File: config.mk
export PLATFORM = sky130hd
export DESIGN_NAME = param_shift_unit
export DESIGN_NICKNAME = d
export VERILOG_FILES = /design/src/rtl/param_shift_unit.sv
export SDC_FILE = /design/constraint.sdc
export NUM_CORES = 1
export LEC_CHECK = 0
export CAP_MARGIN = 10
export CORE_MARGIN = 3
export CORE_UTILIZATION = 50
export DETAILED_ROUTE_END_ITERATION = 7
export PLACE_DENSITY = 0.89
export SLEW_MARGIN = 10
export SYNTH_ARGS = -nofsm -noshare
export SYNTH_HDL_FRONTEND = slang
export SYNTH_SLANG_ARGS = --single-unit
File: constraint.sdc
create_clock -name clk -period 2.2 [get_ports clk]
set_clock_uncertainty 0.15 [all_clocks]
set_input_delay 0.66 -clock clk [delete_from_list [all_inputs] [get_ports clk]]
set_output_delay 0.66 -clock clk [all_outputs]
set_load 0.03 [all_outputs]
File: src/rtl/param_shift_unit.sv
// ============================================================================
// Module   : param_shift_unit
// Purpose  : WIDTH-bit universal shift register, multi-step ops, start/busy/done
// Revision : 1.0 - initial release
// ============================================================================
`default_nettype none

module param_shift_unit #(
   parameter int WIDTH = 8,
   parameter int AMT_W = 4
) (
   input  logic             clk,
   input  logic             rst,
   input  logic             start,
   input  logic [2:0]       op,
   input  logic [AMT_W-1:0] amt,
   input  logic             si,
   input  logic [WIDTH-1:0] d,
   output logic [WIDTH-1:0] q,
   output logic             so,
   output logic             busy,
   output logic             done
);

   localparam logic [2:0] c_op_nop  = 3'b000;
   localparam logic [2:0] c_op_load = 3'b001;
   localparam logic [2:0] c_op_ror  = 3'b010;
   localparam logic [2:0] c_op_shl  = 3'b011;
   localparam logic [2:0] c_op_shr  = 3'b100;
   localparam logic [2:0] c_op_asr  = 3'b101;
   localparam logic [2:0] c_op_rol  = 3'b110;
   localparam logic [2:0] c_op_clr  = 3'b111;

   typedef enum logic [0:0] {
      S_IDLE  = 1'b0,
      S_SHIFT = 1'b1
   } state_t;

   state_t           r_state;
   logic [2:0]       r_op;
   logic [AMT_W-1:0] r_cnt;

   logic [2:0]       w_sel_op;
   logic [WIDTH-1:0] w_step_q;
   logic             w_step_so;

   // The first step happens on the accepting edge, before r_op is valid
   assign w_sel_op = (r_state == S_SHIFT) ? r_op : op;

   always_comb begin
      w_step_q  = q;
      w_step_so = so;
      case (w_sel_op)
         c_op_ror: begin
            w_step_q  = {q[0], q[WIDTH-1:1]};
            w_step_so = q[0];
         end
         c_op_shl: begin
            w_step_q  = {q[WIDTH-2:0], si};
            w_step_so = q[WIDTH-1];
         end
         c_op_shr: begin
            w_step_q  = {si, q[WIDTH-1:1]};
            w_step_so = q[0];
         end
         c_op_asr: begin
            w_step_q  = {q[WIDTH-1], q[WIDTH-1:1]};
            w_step_so = q[0];
         end
         c_op_rol: begin
            w_step_q  = {q[WIDTH-2:0], q[WIDTH-1]};
            w_step_so = q[WIDTH-1];
         end
         default: begin
            w_step_q  = q;
            w_step_so = so;
         end
      endcase
   end

   always_ff @(posedge clk or posedge rst) begin
      if (rst) begin
         r_state <= S_IDLE;
         r_op    <= c_op_nop;
         r_cnt   <= '0;
         q       <= '0;
         so      <= 1'b0;
         busy    <= 1'b0;
         done    <= 1'b0;
      end else begin
         done <= 1'b0;
         case (r_state)
            S_IDLE: begin
               if (start) begin
                  case (op)
                     c_op_nop: done <= 1'b1;
                     c_op_load: begin
                        q    <= d;
                        done <= 1'b1;
                     end
                     c_op_clr: begin
                        q    <= '0;
                        done <= 1'b1;
                     end
                     default: begin
                        r_op <= op;
                        if (amt == '0) begin
                           done <= 1'b1;
                        end else begin
                           q  <= w_step_q;
                           so <= w_step_so;
                           // A single-step op completes without ever raising busy
                           if (amt == AMT_W'(1)) begin
                              done <= 1'b1;
                           end else begin
                              busy    <= 1'b1;
                              r_cnt   <= amt - AMT_W'(1);
                              r_state <= S_SHIFT;
                           end
                        end
                     end
                  endcase
               end
            end
            S_SHIFT: begin
               q  <= w_step_q;
               so <= w_step_so;
               if (r_cnt <= AMT_W'(1)) begin
                  r_cnt   <= '0;
                  busy    <= 1'b0;
                  done    <= 1'b1;
                  r_state <= S_IDLE;
               end else begin
                  r_cnt <= r_cnt - AMT_W'(1);
               end
            end
            default: r_state <= S_IDLE;
         endcase
      end
   end

endmodule

`default_nettype wire

==> reports/results.txt <==
Initial antenna violation count - 0
Die W - 57.2 um
CP startpoint kind - flip-flop
Arr. time, crit path - 1.35 ns
Yosys top cell by area - dfrtp_1
Initial core utilization - 56.1%
Worst slew margin - 71.8%
Synth area leaders - dfrtp_1 (36%), ha_1 (4.8%), nand2_1 (4.6%)
WL/cell - 18.8 um
ANT nets after route - 0
Worst skew pair latency - 0.30 ns
DR pass1 iterations - 5
Most common cell in the netlist - dfrtp_1
Crit path capture type - output port
Internal - 1.33 mW
Detail Placement HPWL - 2670 um
Total power - 2.54 mW
Worst Path Buf+Inv - 1
Total wire length - 4000 um
Fmax achieved - 463 MHz
DRC viols - 0
Final hold slack - 0.392 ns
EDFF count, synth - 0
Clk root buf - clkbuf_4
Number of antenna diodes - 0
Mean post-synth cell area - 9.65 um^2
Port bufs - 29
TritonCTS clock tree - built
First-pass GRT wire length - 5840 um
Status - complete, no violations
Row count - 17
Ys Warns - 0
Share of cells above drive strength 1 - 30.3%
Comb pwr share - 63.8%
Ports - 30
Pins over their slew limit - 0
Fin nets - 210
Max incr delay on CP - 0.68 ns
Final setup fails - 0
Clock sink count - 19
Share of the synthesized area in the top cell type - 36.2%
CP max FO - 2
GPL Wtd Cong - 0.873
Area grow syn2layout - 43.1%
Critical path cell sequence - clkdlybuf4s50_1
Die height - 57.2 um
VDD IR max - 0.00112 V
Grt ovf - 0
Crit path kind - reg2out
Post-Syn Nets - 160
Switching portion of total power - 47.7%
Netlist area before placement - 1310 um^2
Hold Vio Cnt, Final - 0
Ys flop type - dfrtp_1
Clock Pin Slew Worst Setup and Hold Paths - 0.10 ns
Register area share after synthesis - 36.2%
Pwr/cell area - 1350 nW/um^2
Leak - 0.851 nW
Initial drt markers - 90
Clock period minus worst slack - 2.16 ns
All-layer global routing usage - 22.8%
H-tree Lvls - 1
Data required time of the worst path - 1.39 ns
CTS Buf Count - 3
CTS max path bufs - 2
Number of global-route vias before repair - 1272
Vias per cell - 6.37
Clk network pwr share - 7.1%
Largest net degree at the start of global routing - 11
Async set-or-reset flop fraction in the synthesized netlist - 100%
Die area - 3280 um^2
Vias - 1356
Hold Path Class - reg2reg
Fillcell total - 147
Syn Inst Count - 136
Cell family with most CP delay - buffers and inverters
Tcrit/Tclk final - 98.2%
Seq pwr share - 29.2%
Core Box Area - 2340 um^2
NetSw - 1.21 mW
Yosys reg bits - 19
Worst Max-Slew Pin Slew - 0.419 ns
Top cells by count, synth - dfrtp_1 (19), nand2_1 (16), inv_1 (10)
Max_cap viols - 0
Netlist cell types - 45
Slowest CP cell - clkdlybuf4s50_1
-- flip-flops by register name, summed over array words and instances, names as in the netlist --
register,flops
busy,1
done,1
q,8
r_cnt,4
r_op,3
r_state,1
so,1
-- worst register-to-register path, cell delays in order (launching register included) --
cell	delay (ns)
dfrtp_2	0.59
mux2_4	0.38
nand3_2	0.10
o21ai_2	0.12
a222oi_1	0.42
o2bb2ai_2	0.11
-- logic make-up (layout without fill, tap and decap cells) --
| family | Yosys count | count (layout) | share of synthesized area [%] |
|---|---|---|---|
| muxes | 8 | 8 | 8.01 |
| xor gates and xnor gates | 5 | 5 | 3.34 |
| DFF | 19 | 19 | 36.2 |
| buffers and inverters | 16 | 65 | 6.58 |
| AOI/OAI and AO/OA | 49 | 49 | 28.7 |
| and+or+nand+nor | 34 | 34 | 12.4 |
| adders and majority gates | 5 | 5 | 4.77 |
-- placed cells by master, fill, tap and decap left out, drive strengths merged --
cell / instances
buf: 21
dfrtp: 19
nand2: 16
clkdlybuf4s50: 16
o21ai: 12
inv: 11
dlygate4sd2: 10
a21oi: 9
o2bb2ai: 6
nor2: 5
a222oi: 5
ha: 5
nand3: 5
mux2: 4
clkbuf: 4
mux2i: 4
dlymetal6s2s: 3
xnor2: 3
xor2: 2
o22ai: 2
o221ai: 2
a22o: 2
nor3: 2
a21o: 2
a211oi: 2
a2bb2oi: 2
and3b: 1
or3: 1
nor3b: 1
and3: 1
nand4b: 1
nand2b: 1
o31ai: 1
o211ai: 1
a2111oi: 1
a211o: 1
a221o: 1
-- through the flow --
| stage | utilization, % | TNS, ns | std cells | area, um^2 | setup WS, ns |
|---|---|---|---|---|---|
| after global routing | 80.3 | -0.00347 | 213 | 1880 | -0.00347 |
| after floorplan | - | 0 | 136 | 1310 | 0.218 |
| final | 80.3 | 0 | 213 | 1880 | 0.0387 |
| after detailed placement | 74.8 | -5.83 | 209 | 1750 | -0.380 |
| after CTS | 76.2 | 0 | 213 | 1780 | 0.00846 |
| after global placement | 74.8 | -5.02 | 209 | 1750 | -0.319 |
-- power by group through the flow --
stage	combinational, mW	clock, mW	sequential, mW
after CTS	1.48	0.182	0.713
after global placement	1.44	0	0.706
after detailed placement	1.49	0	0.719
final	1.62	0.180	0.742
after floorplan	0.925	0	0.811
after global routing	1.74	0.201	0.763
-- area by class of cell --
class / instances / area (um^2) / share of cell area, %
Clock buffer: 4 / 26.3 / 1.40
Tap cell: 28 / 35.0 / 1.87
Sequential cell: 19 / 477 / 25.4
Timing Repair Buffer: 50 / 450 / 24.0
Multi-Input combinational cell: 101 / 848 / 45.2
Inverter: 11 / 41.3 / 2.20
-- worst paths after layout --
path | slack, ns | end | depth (start not counted) | startpoint
max | 0.04 | so | 1 | so$_DFFE_PP0P_
min | 0.39 | r_cnt[1]$_DFFE_PP0P_ | 2 | r_cnt[1]$_DFFE_PP0P_
max reg2reg | 0.21 | q[1]$_DFFE_PP0P_ | 5 | r_state$_DFF_PP0_
min reg2reg | 0.39 | r_cnt[1]$_DFFE_PP0P_ | 2 | r_cnt[1]$_DFFE_PP0P_
max in group asynchronous | 1.26 | r_state$_DFF_PP0_ | 3 | rst
min in group asynchronous | 0.49 | done$_DFF_PP0_ | 3 | rst
-- per-layer routing --
layer | global-route usage, % | vias to the layer above | routed length [um]
met4 | 7.95 | 0 | 138
met2 | 39.6 | 84 | 2080
met5 | 0 | - | 0
met3 | 4.30 | 18 | 307
met1 | 28.3 | 642 | 1470
li1 | - | 612 | -
-- timing repair --
| item | CTS | global route |
|---|---|---|
| hold buffers | 0 | 0 |
| pin swaps | 0 | 3 |
| setup buffers | 0 | 0 |
| endpoints found under the setup margin | 20 | 15 |
| hold endpoints to repair | 0 | 0 |
| gates resized for setup | 14 | 23 |
Note: power is estimated with default switching activity, not from simulation.
